`src/rtl/spi_peri_pkg.sv`:
```
// rtl/spi_peri_pkg.sv - shared bit-order type, counter sizing and shift/parity helpers for the SPI peripheral
package spi_peri_pkg;

    typedef enum logic {
        ORDER_LSB = 1'b0,
        ORDER_MSB = 1'b1
    } bit_order_e;

    localparam int HELPER_MAX_W = 64;

    function automatic int cnt_width(input int data_w);
        return $clog2(data_w + 1);
    endfunction

    function automatic logic even_parity(input logic [HELPER_MAX_W-1:0] word);
        return ^word;
    endfunction

    // Words are zero-extended to HELPER_MAX_W; the caller truncates back to w bits.
    function automatic logic [HELPER_MAX_W-1:0] shift_in(
        input logic [HELPER_MAX_W-1:0] x,
        input int                      w,
        input logic                    b,
        input bit_order_e              ord
    );
        if (ord == ORDER_MSB)
            return (x << 1) | HELPER_MAX_W'(b);
        else
            return (x >> 1) | (HELPER_MAX_W'(b) << (w - 1));
    endfunction

endpackage

```
`src/rtl/spi_peri_if.sv`:
```
// rtl/spi_peri_if.sv - SPI peripheral serial lines and parallel word handshake (parity_err with SPI_PERI_PARITY_EN)
interface spi_peri_if #(
    parameter int DATA_W = 8,
    parameter int CNT_W  = 8
);
    logic              cs;
    logic              mosi;
    logic              miso;
    logic [DATA_W-1:0] tx_p_dat;
    logic              tx_ld;
    logic [DATA_W-1:0] rcvd_p_dat;
    logic              rcvd_valid;
    logic [CNT_W-1:0]  word_cnt;
    logic              busy;
`ifdef SPI_PERI_PARITY_EN
    logic              parity_err;
`endif

    modport slave (
        input  cs, mosi, tx_p_dat,
        output miso, tx_ld, rcvd_p_dat, rcvd_valid, word_cnt, busy
`ifdef SPI_PERI_PARITY_EN
        , output parity_err
`endif
    );

    modport master (
        output cs, mosi, tx_p_dat,
        input  miso, tx_ld, rcvd_p_dat, rcvd_valid, word_cnt, busy
`ifdef SPI_PERI_PARITY_EN
        , input parity_err
`endif
    );

endinterface

```
`src/rtl/spi_peri_shifter.sv`:
```
// rtl/spi_peri_shifter.sv - parametrised shift register with clear, load-and-shift and bit-order select
module spi_peri_shifter
    import spi_peri_pkg::*;
#(
    parameter int         W     = 8,
    parameter bit_order_e ORDER = ORDER_MSB
) (
    input  logic         clk,
    input  logic         rst,
    input  logic         clr,
    input  logic         load,
    input  logic         shift,
    input  logic         sin,
    input  logic [W-1:0] din,
    output logic [W-1:0] q
);
    logic [W-1:0] src;

    // A load moves din one position immediately, so its lead bit is already on the line.
    assign src = load ? din : q;

    always_ff @(posedge clk or posedge rst) begin
        if (rst)
            q <= '0;
        else if (clr)
            q <= '0;
        else if (load || shift)
            q <= W'(shift_in(HELPER_MAX_W'(src), W, sin, ORDER));
    end

endmodule

```
`src/rtl/spi_peri_rx_tx.sv`:
```
// rtl/spi_peri_rx_tx.sv - mode-0 SPI peripheral word receiver/transmitter; SPI_PERI_PARITY_EN adds a parity slot
module spi_peri_rx_tx
    import spi_peri_pkg::*;
#(
    parameter int DATA_W    = 8,
    parameter int MSB_FIRST = 1,
    parameter int CNT_W     = 8
) (
    input  logic      sclk,
    input  logic      rst,
    spi_peri_if.slave bus
);
    localparam bit_order_e ORDER = (MSB_FIRST != 0) ? ORDER_MSB : ORDER_LSB;
    localparam int         BCW   = cnt_width(DATA_W);
`ifdef SPI_PERI_PARITY_EN
    localparam int         LAST  = DATA_W;
`else
    localparam int         LAST  = DATA_W - 1;
`endif

    logic [BCW-1:0]    bit_cnt;
    logic [DATA_W-1:0] rx_shift, tx_shift, rx_word, rcvd_p_dat;
    logic [CNT_W-1:0]  word_cnt;
    logic              active, at_start, at_last, rx_en;
    logic              rcvd_valid, tx_ld, busy, miso;

    function automatic logic lead_bit(input logic [DATA_W-1:0] w);
        return (ORDER == ORDER_MSB) ? w[DATA_W-1] : w[0];
    endfunction

    assign active   = !bus.cs;
    assign at_start = (bit_cnt == '0);
    assign at_last  = (bit_cnt == BCW'(LAST));

`ifdef SPI_PERI_PARITY_EN
    logic tx_par, parity_err;
    // The data register holds still during the parity slot so it already has the whole word.
    assign rx_en          = active && (bit_cnt != BCW'(DATA_W));
    assign rx_word        = rx_shift;
    assign bus.parity_err = parity_err;
`else
    assign rx_en   = active;
    assign rx_word = DATA_W'(shift_in(HELPER_MAX_W'(rx_shift), DATA_W, bus.mosi, ORDER));
`endif

    spi_peri_shifter #(.W(DATA_W), .ORDER(ORDER)) u_rx (
        .clk   (sclk),
        .rst   (rst),
        .clr   (bus.cs),
        .load  (1'b0),
        .shift (rx_en),
        .sin   (bus.mosi),
        .din   ('0),
        .q     (rx_shift)
    );

    spi_peri_shifter #(.W(DATA_W), .ORDER(ORDER)) u_tx (
        .clk   (sclk),
        .rst   (rst),
        .clr   (bus.cs),
        .load  (active && at_start),
        .shift (active && !at_start),
        .sin   (1'b0),
        .din   (bus.tx_p_dat),
        .q     (tx_shift)
    );

    always_comb begin
        miso = 1'b0;
        if (active) begin
            if (at_start)
                miso = lead_bit(bus.tx_p_dat);
`ifdef SPI_PERI_PARITY_EN
            else if (bit_cnt == BCW'(DATA_W))
                miso = tx_par;
`endif
            else
                miso = lead_bit(tx_shift);
        end
    end

    always_ff @(posedge sclk or posedge rst) begin
        if (rst) begin
            bit_cnt    <= '0;
            rcvd_p_dat <= '0;
            rcvd_valid <= 1'b0;
            tx_ld      <= 1'b0;
            word_cnt   <= '0;
            busy       <= 1'b0;
`ifdef SPI_PERI_PARITY_EN
            tx_par     <= 1'b0;
            parity_err <= 1'b0;
`endif
        end else if (bus.cs) begin
            bit_cnt    <= '0;
            rcvd_valid <= 1'b0;
            tx_ld      <= 1'b0;
            word_cnt   <= '0;
            busy       <= 1'b0;
        end else begin
            tx_ld      <= at_start;
            rcvd_valid <= at_last;
            bit_cnt    <= at_last ? '0 : bit_cnt + 1'b1;
            busy       <= !at_last;
`ifdef SPI_PERI_PARITY_EN
            if (at_start)
                tx_par <= even_parity(HELPER_MAX_W'(bus.tx_p_dat));
`endif
            if (at_last) begin
                rcvd_p_dat <= rx_word;
                if (word_cnt != '1)
                    word_cnt <= word_cnt + 1'b1;
`ifdef SPI_PERI_PARITY_EN
                parity_err <= (bus.mosi != even_parity(HELPER_MAX_W'(rx_word)));
`endif
            end
        end
    end

    assign bus.miso       = miso;
    assign bus.tx_ld      = tx_ld;
    assign bus.rcvd_p_dat = rcvd_p_dat;
    assign bus.rcvd_valid = rcvd_valid;
    assign bus.word_cnt   = word_cnt;
    assign bus.busy       = busy;

endmodule

```
`src/flat_wrapper.sv`:
```
// flat-port wrapper written by rule: the top's interface ports become plain ports
module spi_peri_rx_tx_flat import spi_peri_pkg::*;
#(
    parameter int DATA_W    = 8,
    parameter int MSB_FIRST = 1,
    parameter int CNT_W     = 8
)
  (sclk, rst, bus_cs, bus_mosi, bus_tx_p_dat, bus_miso, bus_tx_ld, bus_rcvd_p_dat, bus_rcvd_valid, bus_word_cnt, bus_busy);
  spi_peri_if #(.DATA_W(DATA_W), .CNT_W(CNT_W)) bus_i ();
  input  logic sclk;
  input  logic rst;
  input wire logic [$bits(bus_i.cs)-1:0] bus_cs;
  input wire logic [$bits(bus_i.mosi)-1:0] bus_mosi;
  input wire logic [$bits(bus_i.tx_p_dat)-1:0] bus_tx_p_dat;
  output wire logic [$bits(bus_i.miso)-1:0] bus_miso;
  output wire logic [$bits(bus_i.tx_ld)-1:0] bus_tx_ld;
  output wire logic [$bits(bus_i.rcvd_p_dat)-1:0] bus_rcvd_p_dat;
  output wire logic [$bits(bus_i.rcvd_valid)-1:0] bus_rcvd_valid;
  output wire logic [$bits(bus_i.word_cnt)-1:0] bus_word_cnt;
  output wire logic [$bits(bus_i.busy)-1:0] bus_busy;
  assign bus_i.cs = bus_cs;
  assign bus_i.mosi = bus_mosi;
  assign bus_i.tx_p_dat = bus_tx_p_dat;
  assign bus_miso = bus_i.miso;
  assign bus_tx_ld = bus_i.tx_ld;
  assign bus_rcvd_p_dat = bus_i.rcvd_p_dat;
  assign bus_rcvd_valid = bus_i.rcvd_valid;
  assign bus_word_cnt = bus_i.word_cnt;
  assign bus_busy = bus_i.busy;
  spi_peri_rx_tx #(.DATA_W(DATA_W), .MSB_FIRST(MSB_FIRST), .CNT_W(CNT_W)) u_core (.sclk(sclk), .rst(rst), .bus(bus_i));
endmodule
```
`config.mk`:
```
export PLATFORM = sky130hd
export DESIGN_NAME = spi_peri_rx_tx_flat
export DESIGN_NICKNAME = d
export VERILOG_FILES = /design/src/rtl/spi_peri_pkg.sv /design/src/rtl/spi_peri_if.sv /design/src/rtl/spi_peri_shifter.sv /design/src/rtl/spi_peri_rx_tx.sv /design/src/flat_wrapper.sv
export SDC_FILE = /design/constraint.sdc
export NUM_CORES = 1
export LEC_CHECK = 0
export CORE_ASPECT_RATIO = 1.1
export CORE_MARGIN = 3
export CORE_UTILIZATION = 50
export CTS_CLUSTER_DIAMETER = 30
export CTS_CLUSTER_SIZE = 8
export DETAILED_ROUTE_END_ITERATION = 10
export GPL_ROUTABILITY_DRIVEN = 0
export GPL_TIMING_DRIVEN = 0
export PLACE_DENSITY = 0.81
export SYNTH_ARGS = -nofsm -noshare
export SYNTH_HDL_FRONTEND = slang
export SYNTH_SLANG_ARGS = --single-unit
```
`constraint.sdc`:
```
create_clock -name sclk -period 2.5 [get_ports sclk]
set_clock_uncertainty 0.1 [all_clocks]
set_input_delay 0.75 -clock sclk [delete_from_list [all_inputs] [get_ports sclk]]
set_output_delay 0.75 -clock sclk [all_outputs]
set_load 0.02 [all_outputs]
```
==> results.md, run 1 <==
- Outcome: finished clean
- Fillers: 209
- Yosys top cell by area: dfrtp_1
- CTS Buffer Depth: 2
- Flop pwr share: 0.582
- Leakage power: approximately 0.96 nW
- Detailed Routing Iterations Pass 1: 4
- RSZ-0062 raised after global routing: true
- # DRC: 0
- CTS tree: yes
- Post-layout util: 0.6987
- Commonest non-fill, non-tap cells in the layout: 37 x dfrtp_1, 29 x clkdlybuf4s50_1, 11 x nor2_1
- Minimum clock period: between 2 and 2.5 ns
- Placed Cells: 193
- Syn-to-layout area delta: 28.35%
- Synth Flop Type: dfrtp_1
- Async set-reset flop share out of synthesis: 1.000
- Mapped cell area: between 0.0015 and 0.002 mm^2
- # IOs: 32
- Syn_nets: 145
- Number of stages on the worst setup path: 7
- Psw: around 0.26 mW
- Share of layout cells above drive strength 1: 0.1462
- Syn Inst Count: 130
- #FFs+latches synth: 37
- Total congestion overflow: 0
- Peak per-stage delay on the critical path: around 0.41 ns
- Comb pwr share: 0.137
- Yosys cell types: 37
- Fmax: 402.2 MHz
- Max-cap viol count: 0
- CP Class: register to primary output
- Vias in the first global route: 1162
- WHS: 0.3802 ns
- Max IR drop VDD: between 0.4 and 0.5 mV
- CP required: between 1.5 and 2 ns
- Final setup viols: 0
- Yosys top cell area share: 0.5911
- Clock-pin slew on the worst setup and hold paths: roughly 0.1 ns
- Top cells by area, synth: dfrtp_1 59%, mux2_1 5.0%, mux2i_1 4.5%
- Detailed-route via count: around 1100
- FF-to-FF path depth: 8
- CP endpoint kind: primary output
- Crit path max-delay family: buffers and inverters
- Yosys warnings: 0
- WP buf/inv: 3
- Mux cell area share after synthesis: 0.1022
- Cell Rows: 20
- Avg WL per Cell: 14.66 um
- Flop-to-flop setup slack: ~0.51 ns
- Clk sinks: 37
- Arr. time, crit path: ~1.6 ns
- Complex-gate fraction of the synthesized area: 0.08227
- Synthesized area per cell: roughly 12 um^2
- Max-slew headroom: 0.5062
- Die area: ~0.0038 mm^2
- Pin count of the biggest net entering global routing: 38
- Crit path capture: bus_miso
- Initial DRC Count: 33
- Clk root buf: clkbuf_4
- Global-route wire length before repair: 5126 um
- Fin worst setup slack: 0.01398 ns
- Initial antenna violation count: 0
- CTS Buf Count: 5
- Hold Vio Cnt, Final: 0
- Commonest non-fill, non-tap cell in the layout: dfrtp_1
- Synth Area in Simple Gates: 0.1430
- Critical path launch point type: register
- Synth Area in Adders: 0.02396
- Sw frac: 0.2382
- Via density: about 5.5
- All-Layer GR Usage: 0.1808
- Pint: between 0.8 and 0.9 mW
- Post-synthesis xor/xnor area fraction: 0.01118
- Critical-path top delay cell: dfrtp_1
- Inserted Diodes: 0
- Port Buffers: 30
- Fin. max-slew vios: 0
- Htree depth: 2
- Post-DP HPWL: 2048 um
- Reg-to-Reg End: u_core.bus.rcvd_p_dat[3]$_DFFE_PP0P_
- Clk network pwr share: 0.281
- Hold Path Class: register to register
- Core Area: around 0.0029 mm^2
- Cell mode on critical path: buf_4
- Dpl ws: -0.3053 ns
- Final Instance Count excl. Fillers: roughly 200
- Initial Util: 0.5443
- Beginning of the critical path: u_core.bit_cnt[0]$_DFF_PP0_
- Wire length after detailed routing: about 3000 um
- Worst-path maximum fanout: 3
- Antenna Nets Post-Route: 0
- Critical-path cell list: inv_2 -> ha_4 -> nor3b_2 -> buf_4 -> mux2i_1 -> nor2_1 -> buf_4
- Die Ht: 64.71 um
- Sequential-to-total area share from yosys stat: 0.5911
- Worst R2R Start: u_core.bit_cnt[0]$_DFF_PP0_
- Post-synth EDFFs: 0
- Clk_lat worst skew: ~0.33 ns
- Power Dens Cells: about 540 mW/mm^2
- Least-Margin Pin Slew: 0.7396 ns
- Final period util: 0.9944
- Final-stage net count: 186
- Die Wd: approximately 59 um
- Largest family of logic cells by synthesized area: simple AND/OR/NAND/NOR gates
==> routing by layer <==
| metal | vias to the layer above | share of wire | GRT usage |
|---|---|---|---|
| li1 | 529 | - | - |
| met1 | 542 | 0.43 | 0.2165 |
| met2 | 38 | 0.46 | 0.2828 |
| met3 | 5 | 0.085 | 0.06574 |
| met4 | 0 | 0.018 | 0.08782 |
| met5 | - | 0 | 0 |
==> power groups by stage <==
stage	registers (mW)	clock network, mW	logic, mW
2_1_floorplan	0.656	0	0.0702
3_3_place_gp	0.647	0	0.129
3_5_place_dp	0.649	0	0.133
4_1_cts	0.637	0.326	0.148
5_1_grt	0.639	0.350	0.165
6_report	0.636	0.307	0.150
==> worst min-delay path by stage <==
stage	slack, ns	start	end	depth (start not counted)
after floorplan	0.34	u_core.u_rx.q[6]$_DFF_PP0_	u_core.bus.rcvd_p_dat[7]$_DFFE_PP0P_	1
after global routing	0.42	u_core.u_rx.q[6]$_DFF_PP0_	u_core.bus.rcvd_p_dat[7]$_DFFE_PP0P_	1
final	0.38	u_core.u_rx.q[6]$_DFF_PP0_	u_core.bus.rcvd_p_dat[7]$_DFFE_PP0P_	1
after detailed placement	0.36	u_core.u_rx.q[6]$_DFF_PP0_	u_core.bus.rcvd_p_dat[7]$_DFFE_PP0P_	1
after CTS	0.38	u_core.u_rx.q[6]$_DFF_PP0_	u_core.bus.rcvd_p_dat[7]$_DFFE_PP0P_	1
after global placement	0.34	u_core.u_rx.q[6]$_DFF_PP0_	u_core.bus.rcvd_p_dat[7]$_DFFE_PP0P_	1
==> registers in the layout, summed over array words and instances (netlist names) <==
name                   cells
u_core.bit_cnt             4
u_core.bus.busy            1
u_core.bus.rcvd_p_dat      8
u_core.bus.rcvd_valid      1
u_core.bus.tx_ld           1
u_core.bus.word_cnt        8
u_core.u_rx.q              7
u_core.u_tx.q              7
==> cell families (layout without fill, tap and decap cells) <==
group                      Yosys count  count (layout)
muxes                               15              15
buffers and inverters               13              54
and+or+nand+nor                     42              42
DFF                                 37              37
adders and majority gates            3               3
xor gates and xnor gates             2               2
AOI/OAI and AO/OA                   18              18
==> synthesized netlist by cell type (2+ instances only) <==
cell,number
xnor2_1,2
dfrtp_1,37
mux2_1,7
nor4_1,2
nand2_1,5
or3_1,2
nor2b_1,9
ha_1,3
a31oi_1,2
nand3_1,3
nor2_1,11
inv_1,4
and2_1,3
o21ai_0,3
mux2i_1,7
buf_2,3
clkbuf_1,3
o31ai_1,5
==> layout make-up <==
cell class | count | area [um^2] | share of cell area
well taps | 33 | 41.29 | 0.02054
plain buffers | 8 | 55.05 | 0.02738
inverters | 5 | 20.02 | 0.009956
flip-flops and latches | 37 | 925.9 | 0.4605
multi-input cells | 80 | 585.6 | 0.2912
clock buffers | 7 | 55.05 | 0.02738
repair buffers | 34 | 327.8 | 0.1630
==> through the flow <==
step | power (mW) | area, um^2 | setup TNS, ns
final | 1.093 | 2011 | 0
after floorplan | 0.7264 | 1567 | 0
after detailed placement | 0.7821 | 1908 | -0.3053
after global routing | 1.155 | 2011 | -0.07684
after CTS | 1.111 | 2003 | 0
after global placement | 0.7765 | 1908 | -0.3034
==> worst reg2reg max path, stage by stage (launching register included) <==
cell and delay (ns):
dfrtp_1 0.39, buf_4 0.13, ha_1 0.19, nand2_1 0.06, or3_1 0.30, buf_2 0.17
clkinv_2 0.07, buf_8 0.13, mux2_1 0.33
==> timing repair <==
item                       in CTS  in global routing
pin swaps                       1                  0
resized for setup              11                  0
setup endpoints to repair       1                  1
setup buffers                   3                  1
gates cloned                    0                  0
hold buffers                    0                  0
hold endpoints to repair        0                  0
No activity file was read; power rests on OpenSTA's default activity.
==> run 2, diff against run 1 <==
--- a/config.mk
+++ b/config.mk
@@ -5,7 +5,7 @@
 export SDC_FILE = /design/constraint.sdc
 export NUM_CORES = 1
 export LEC_CHECK = 0
-export CORE_ASPECT_RATIO = 1.1
+export CORE_ASPECT_RATIO = 1.25
 export CORE_MARGIN = 3
 export CORE_UTILIZATION = 50
 export CTS_CLUSTER_DIAMETER = 30
==> run 2 against run 1 <==
The flow now finishes with violations (setup timing); clock power barely moved; worst hold slack got worse by 0.0024 ns; non-clock buffer count rose by 1; die area barely moved; largest power group unchanged.
==> results.md, run 2 (synthesis gave the netlist of run 1 again) <==
- Fin. max-slew vios: 0 (unchanged)
- RSZ-0062 raised after global routing: true
- Least-Margin Pin Slew: 0.7359 ns (-0.003644 ns)
- Final setup viols: 1 (+1)
- Initial Util: 0.5269 (-0.01741)
- CTS tree: yes
- Commonest non-fill, non-tap cells in the layout: 37 x dfrtp_1, 29 x clkdlybuf4s50_1, 11 x nor2_1
- Inserted Diodes: 0 (unchanged)
- Syn-to-layout area delta: 29.71%
- Total congestion overflow: 0 (unchanged)
- DP Area: 0.001912 mm^2 (+0.20%)
- Global-route wire length before repair: 5540 um (+8.1%)
- # DRC: 0 (unchanged)
- Pin count of the biggest net entering global routing: 38 (unchanged)
- Max IR drop VDD: 0.3930 mV (-9.2%)
- CTS Buffer Depth: 2 (unchanged)
- CP required: 1.65 ns (about the same)
- Via density: 5.478 (+0.32%)
- Cell Rows: 22 (+10%)
- Hold Vio Cnt, Final: 0 (unchanged)
- Hold Path Class: register to register
- Post-layout util: 0.6835 (-0.01519)
- Final period util: 1.015 (+0.02024)
- WHS: 0.3778 ns (-0.002403 ns)
- Top Registers: u_core.bus.rcvd_p_dat (8), u_core.bus.word_cnt (8)
- CP Class: register to primary output
- Layout Cell Area excl Fill: 0.002032 mm^2 (+1.1%)
- Dpl ws: -0.3090 ns (-0.003700 ns)
- Max-cap viol count: 0 (unchanged)
- Clk_lat worst skew: 0.35 ns (+0.02 ns)
- Failing checks: setup timing
- Clk root buf: clkbuf_4
- Fmax: 394.2 MHz (-2.0%)
- Initial antenna violation count: 0 (unchanged)
- CTS Buf Count: 5 (unchanged)
- CP endpoint kind: primary output
- Share of layout cells above drive strength 1: 0.1618 (+0.01565)
- Avg WL per Cell: 15.63 um (+6.6%)
- Antenna Nets Post-Route: 0 (unchanged)
- Power Dens Cells: 542.7 mW/mm^2 (-0.14%)
- Final setup TNS: -0.03662 ns (-0.03662 ns)
- Critical-path cell list: inv_2 -> ha_4 -> nor3b_4 -> buf_6 -> mux2i_1 -> nor2_1 -> buf_4
- Worst-path maximum fanout: 2 (-1)
- Die area: 0.003845 mm^2 (about the same)
- Post-DP HPWL: 2164 um (+5.6%)
- Arr. time, crit path: 1.69 ns (+0.05 ns)
- Pwr Total: 1.103 mW (+0.92%)
- Max-slew headroom: 0.5087 (+0.002433)
- Outcome: finished, violations left
- Critical-path top delay cell: dfrtp_1
- Htree depth: 2 (unchanged)
- Core Area: 0.002973 mm^2 (+3.3%)
- Initial DRC Count: 27 (-18%)
- Final Instance Count excl. Fillers: 209 (+2.5%)
- Vias in the first global route: 1197 (+3.0%)
- Final-stage net count: 187 (+0.54%)
- Clock-pin slew on the worst setup and hold paths: 0.10 ns (about the same)
- Minimum clock period: 2.537 ns (+0.05060 ns)
- Detailed Routing Iterations Pass 1: 4 (unchanged)
- Leakage power: 0.9629 nW (+0.76%)
- WP buf/inv: 3 (unchanged)
- Placed Cells: 196 (+1.6%)
- Peak per-stage delay on the critical path: 0.41 ns (about the same)
- Detailed-route via count: 1145 (+2.8%)
- Clk sinks: 37 (unchanged)
- Port Buffers: 30 (unchanged)
- Critical path launch point type: register
- Die Wd: 56.07 um (-5.6%)
- Wire length after detailed routing: 3266 um (+9.2%)
- Crit path max-delay family: flip-flops
- CTS Hold Bufs: 0 (unchanged)
- Commonest non-fill, non-tap cell in the layout: dfrtp_1
- # IOs: 32 (unchanged)
- Die Ht: 68.58 um (+6.0%)
- Fin worst setup slack: -0.03662 ns (-0.05060 ns)
- All-Layer GR Usage: 0.1940 (+0.01327)
==> run 2: cell types whose count changed in the layout (fill, tap and decap cells not counted), sizes merged <==
cell	previous run	this run
clkbuf	10	8
clkinv	1	3
buf	10	11
clkinvlp	0	1
==> run 2: layout make-up <==
cell class / instances / area (um^2)
Inverter: 5 / 20.02
Timing Repair Buffer: 35 / 335.3
Sequential cell: 37 / 925.9
Clock inverter: 3 / 17.52
Buffer: 8 / 58.81
Tap cell: 36 / 45.04
Clock buffer: 5 / 37.54
Fill cell: 242 / 940.9
Multi-Input combinational cell: 80 / 591.8
==> run 2: worst reg2reg max path, cell delays in order (launching register included) <==
cell	delay (ns)
dfrtp_1	0.41
buf_4	0.14
buf_4	0.12
ha_1	0.23
nand2_1	0.07
or3_1	0.09
buf_2	0.16
clkinv_2	0.08
buf_8	0.14
a211o_1	0.25
a21o_1	0.18
==> run 2: repair_timing <==
item | in CTS | in global routing
endpoints found under the setup margin | 1 | 1
resized for setup | 11 | 2
setup buffers | 3 | 2
pin swaps | 1 | 0
==> run 2: where the power goes <==
group	total [mW]	switching (mW)	leakage (nW)	internal, mW
clock network	0.307	0.202	0.0310	0.106
logic	0.158	0.0760	0.429	0.0823
registers	0.637	0.0144	0.503	0.623
total	1.10	0.292	0.963	0.811
==> run 2: per-layer routing <==
metal	share of wire	track usage
met5	0	0
met4	0.032	0.1187
met3	0.058	0.05214
met2	0.49	0.3406
met1	0.42	0.2122
==> run 2: path summary, 6_finish.rpt <==
path | startpoint | end | slack (ns) | cells past startpoint
setup / recovery | u_core.bit_cnt[0]$_DFF_PP0_ | bus_miso | -0.04 | 7
hold / removal | u_core.u_rx.q[6]$_DFF_PP0_ | u_core.bus.rcvd_p_dat[7]$_DFFE_PP0P_ | 0.38 | 1
setup reg to reg | u_core.bit_cnt[0]$_DFF_PP0_ | u_core.bus.word_cnt[7]$_DFFE_PP0P_ | 0.43 | 10
hold reg to reg | u_core.u_rx.q[6]$_DFF_PP0_ | u_core.bus.rcvd_p_dat[7]$_DFFE_PP0P_ | 0.38 | 1
max in group asynchronous | rst | u_core.u_tx.q[7]$_DFFE_PP0P_ | 1.09 | 2
min in group asynchronous | rst | u_core.bus.busy$_DFF_PP0_ | 0.73 | 2
==> run 3, diff against run 2 <==
--- a/config.mk
+++ b/config.mk
@@ -5,15 +5,18 @@
 export SDC_FILE = /design/constraint.sdc
 export NUM_CORES = 1
 export LEC_CHECK = 0
+export ABC_AREA = 1
+export CELL_PAD_IN_SITES_DETAIL_PLACEMENT = 2
+export CELL_PAD_IN_SITES_GLOBAL_PLACEMENT = 2
 export CORE_ASPECT_RATIO = 1.25
 export CORE_MARGIN = 3
-export CORE_UTILIZATION = 50
+export CORE_UTILIZATION = 28
 export CTS_CLUSTER_DIAMETER = 30
 export CTS_CLUSTER_SIZE = 8
 export DETAILED_ROUTE_END_ITERATION = 10
 export GPL_ROUTABILITY_DRIVEN = 0
 export GPL_TIMING_DRIVEN = 0
-export PLACE_DENSITY = 0.81
+export PLACE_DENSITY = 0.75
 export SYNTH_ARGS = -nofsm -noshare
 export SYNTH_HDL_FRONTEND = slang
 export SYNTH_SLANG_ARGS = --single-unit
==> run 3 against run 2 <==
Cell count rose by 33%; largest cell class unchanged; sequential power increased by 2%; the flow now finishes without violations; utilization shrank 31 points; highest routed layer unchanged.
==> results.md, run 3 <==
- Die Ht: 91.48 um (+33%)
- Clk root buf: clkbuf_8
- Post-layout util: 0.3782 (-0.3053)
- Critical path launch point type: input port
- Hold Startpoint: u_core.u_rx.q[6]$_DFF_PP0_
- Arr. time, crit path: 1.54 ns (-0.15 ns)
- Top Registers: u_core.bus.rcvd_p_dat (8), u_core.bus.word_cnt (8)
- Detailed Routing Iterations Pass 1: 4 (unchanged)
- FF-to-FF path depth: 9 (-1)
- Fillers: 630 (+160%)
- Yosys warnings: 0 (unchanged)
- Most common cell in the netlist: nand2_1
- Fmax: 417.6 MHz (+5.9%)
- Clock-pin slew on the worst setup and hold paths: 0.07 ns (-0.03 ns)
- Max IR drop VDD: 0.2765 mV (-30%)
- Yosys cell types: 25 (-32%)
- Hold Crit Endpoint: u_core.bus.rcvd_p_dat[7]$_DFFE_PP0P_
- Yosys top cell area share: 0.5657 (-0.02531)
- Power Dens Cells: 577.8 mW/mm^2 (+6.5%)
- Yosys top cell by area: dfrtp_1
- Final-stage net count: 229 (+22%)
- Met2 usage: 0.2155 (-0.1251)
- Inserted Diodes: 0 (unchanged)
- Clk_lat worst skew: 0.28 ns (-0.07 ns)
- Initial DRC Count: 32 (+19%)
- Synth Flop Type: dfrtp_1
- CP endpoint kind: primary output
- Final setup viols: 0 (-1)
- Outcome: finished clean
- Worst-path maximum fanout: 1 (-1)
- Final period util: 0.9579 (-0.05679)
- Wire length after detailed routing: 3741 um (+15%)
- Antenna Nets Post-Route: 0 (unchanged)
- Post-synth EDFFs: 0 (unchanged)
- Die area: 0.006804 mm^2 (+77%)
- Hold depth: 2 (+1)
- Initial Util: 0.2946 (-0.2323)
- Commonest non-fill, non-tap cells in the layout: 40 x nand2_1, 37 x dfrtp_1, 29 x clkdlybuf4s50_1
- Top cells by area, synth: dfrtp_1 57%, nand2_1 9.2%, nor2_1 5.7%
- #FFs+latches synth: 37 (unchanged)
- Met1 Resource Use GR: 0.1682 (-0.04402)
- CTS Buffer Depth: 2 (unchanged)
- Initial antenna violation count: 0 (unchanged)
- Core Area: 0.005555 mm^2 (+87%)
- Reg-to-Reg End: u_core.bus.word_cnt[2]$_DFFE_PP0P_
- # IOs: 32 (unchanged)
- Die Wd: 74.38 um (+33%)
- CP required: 1.65 ns (about the same)
- Pwr Total: 1.214 mW (+10%)
- Total congestion overflow: 0 (unchanged)
- Cell Rows: 30 (+36%)
- CTS Buf Count: 5 (unchanged)
- Vias in the first global route: 1412 (+18%)
- Minimum clock period: 2.395 ns (-0.1420 ns)
- Max-cap viol count: 0 (unchanged)
- Least-Margin Pin Slew: 0.7947 ns (+0.05878 ns)
- Share of layout cells above drive strength 1: 0.1549 (-0.006920)
- Fin. max-slew vios: 0 (unchanged)
- Avg WL per Cell: 13.51 um (-14%)
- # DRC: 0 (unchanged)
- Layout Cell Area excl Fill: 0.002101 mm^2 (+3.4%)
- Pin count of the biggest net entering global routing: 38 (unchanged)
- Hold Vio Cnt, Final: 0 (unchanged)
- Top cells by count, synth: 40 x nand2_1, 37 x dfrtp_1, 25 x nor2_1, 20 x inv_1, 10 x nand3_1
- Async set-reset flop share out of synthesis: 1.000 (unchanged)
- Worst R2R Start: u_core.bit_cnt[0]$_DFF_PP0_
- Detailed-route via count: 1281 (+12%)
- Busiest grt layer: met2
- Mapped cell area: 0.001637 mm^2 (+4.5%)
- Placed Cells: 270 (+38%)
- Clk sinks: 37 (unchanged)
- Htree depth: 2 (unchanged)
- Final setup TNS: 0 ns (+0.03662 ns)
- Flop-to-flop setup slack: 0.86 ns (+0.43 ns)
- CTS tree: yes
- Max-slew headroom: 0.4694 (-0.03924)
- All-Layer GR Usage: 0.1301 (-0.06395)
- DP Area: 0.002017 mm^2 (+5.5%)
- Port Buffers: 30 (unchanged)
- Synthesized area per cell: 9.299 um^2 (-23%)
- Met3 usage: 0.02769 (-0.02446)
- Syn-to-layout area delta: 28.36%
- Global-route wire length before repair: 6927 um (+25%)
- Syn_nets: 191 (+32%)
- Sequential-to-total area share from yosys stat: 0.5657 (-0.02531)
- Commonest non-fill, non-tap cell in the layout: nand2_1
- CP Class: input port to primary output
- Beginning of the critical path: bus_tx_p_dat[7]
- Post-DP HPWL: 2744 um (+27%)
- Syn Inst Count: 176 (+35%)
- Leakage power: 1.007 nW (+4.6%)
- Final Instance Count excl. Fillers: 277 (+33%)
- Hold Path Class: register to register
- RSZ-0062 raised after global routing: false
- Via density: 4.625 (-16%)
==> run 3: cell types whose count changed after synthesis, sizes merged, moves of 9 or more <==
cell | previous run | this run
inv | 4 | 23
nand2 | 5 | 45
nor2 | 11 | 28
nor2b | 9 | 0
o21ai | 4 | 16
==> run 3: layout make-up <==
type                    instances  area (um^2)  area share
repair buffers                 31        302.8      0.1441
plain buffers                   3        23.77     0.01132
clock buffers                   5        68.82     0.03276
inverters                      23        91.34     0.04348
well taps                      64        80.08     0.03812
clock inverters                 1        5.005    0.002382
multi-input cells             113        603.1      0.2871
flip-flops and latches         37        925.9      0.4407
==> run 3: worst max path at each step <==
| stage | end | slack (ns) | cells after the start |
|---|---|---|---|
| floorplan | bus_miso | 0.23 | 4 |
| global placement | bus_miso | -0.33 | 4 |
| detailed placement | bus_miso | -0.34 | 4 |
| CTS | bus_miso | 0.1 | 7 |
| global route | bus_miso | 0.0008 | 5 |
| finish | bus_miso | 0.11 | 4 |
==> run 3: what timing repair did <==
| item | in CTS | in global routing |
|---|---|---|
| hold buffers | 0 | 0 |
| pin swaps | 0 | 0 |
| endpoints found under the setup margin | 1 | 1 |
| gates resized for setup | 7 | 0 |
| setup buffers | 0 | 1 |
==> run 3: kinds of logic after synthesis <==
| group | synth area share |
|---|---|
| xor gates and xnor gates | 0.005353 |
| buffers and inverters | 0.06880 |
| adders and majority gates | 0.02294 |
| DFF | 0.5658 |
| and+or+nand+nor | 0.2439 |
| AOI/OAI and AO/OA | 0.09327 |
==> run 3: metal layers <==
layer / wire length (um) / up-vias
met2: 1999 / 23
li1: - / 620
met5: 0 / -
met4: 19 / 0
met1: 1600 / 636
met3: 121 / 2
==> run 3: critical path: stages <==
cell and delay (ns):
clkdlybuf4s50_1 0.45, o21ai_0 0.08, nor2_1 0.10, buf_2 0.17
==> run 3: where the power goes <==
group          internal [mW]  switching (mW)  total [mW]
Combinational         0.0769           0.105       0.182
Sequential             0.633          0.0173       0.651
Clock                  0.183           0.198       0.381
==> run 3: stage by stage <==
step                      hold WS [ns]  setup WS [ns]
after floorplan                 0.3254         0.2342
after global placement          0.3391        -0.3325
after detailed placement        0.3507        -0.3364
after CTS                       0.3689        0.09830
after global routing            0.4007      0.0008408
final                           0.3591         0.1054
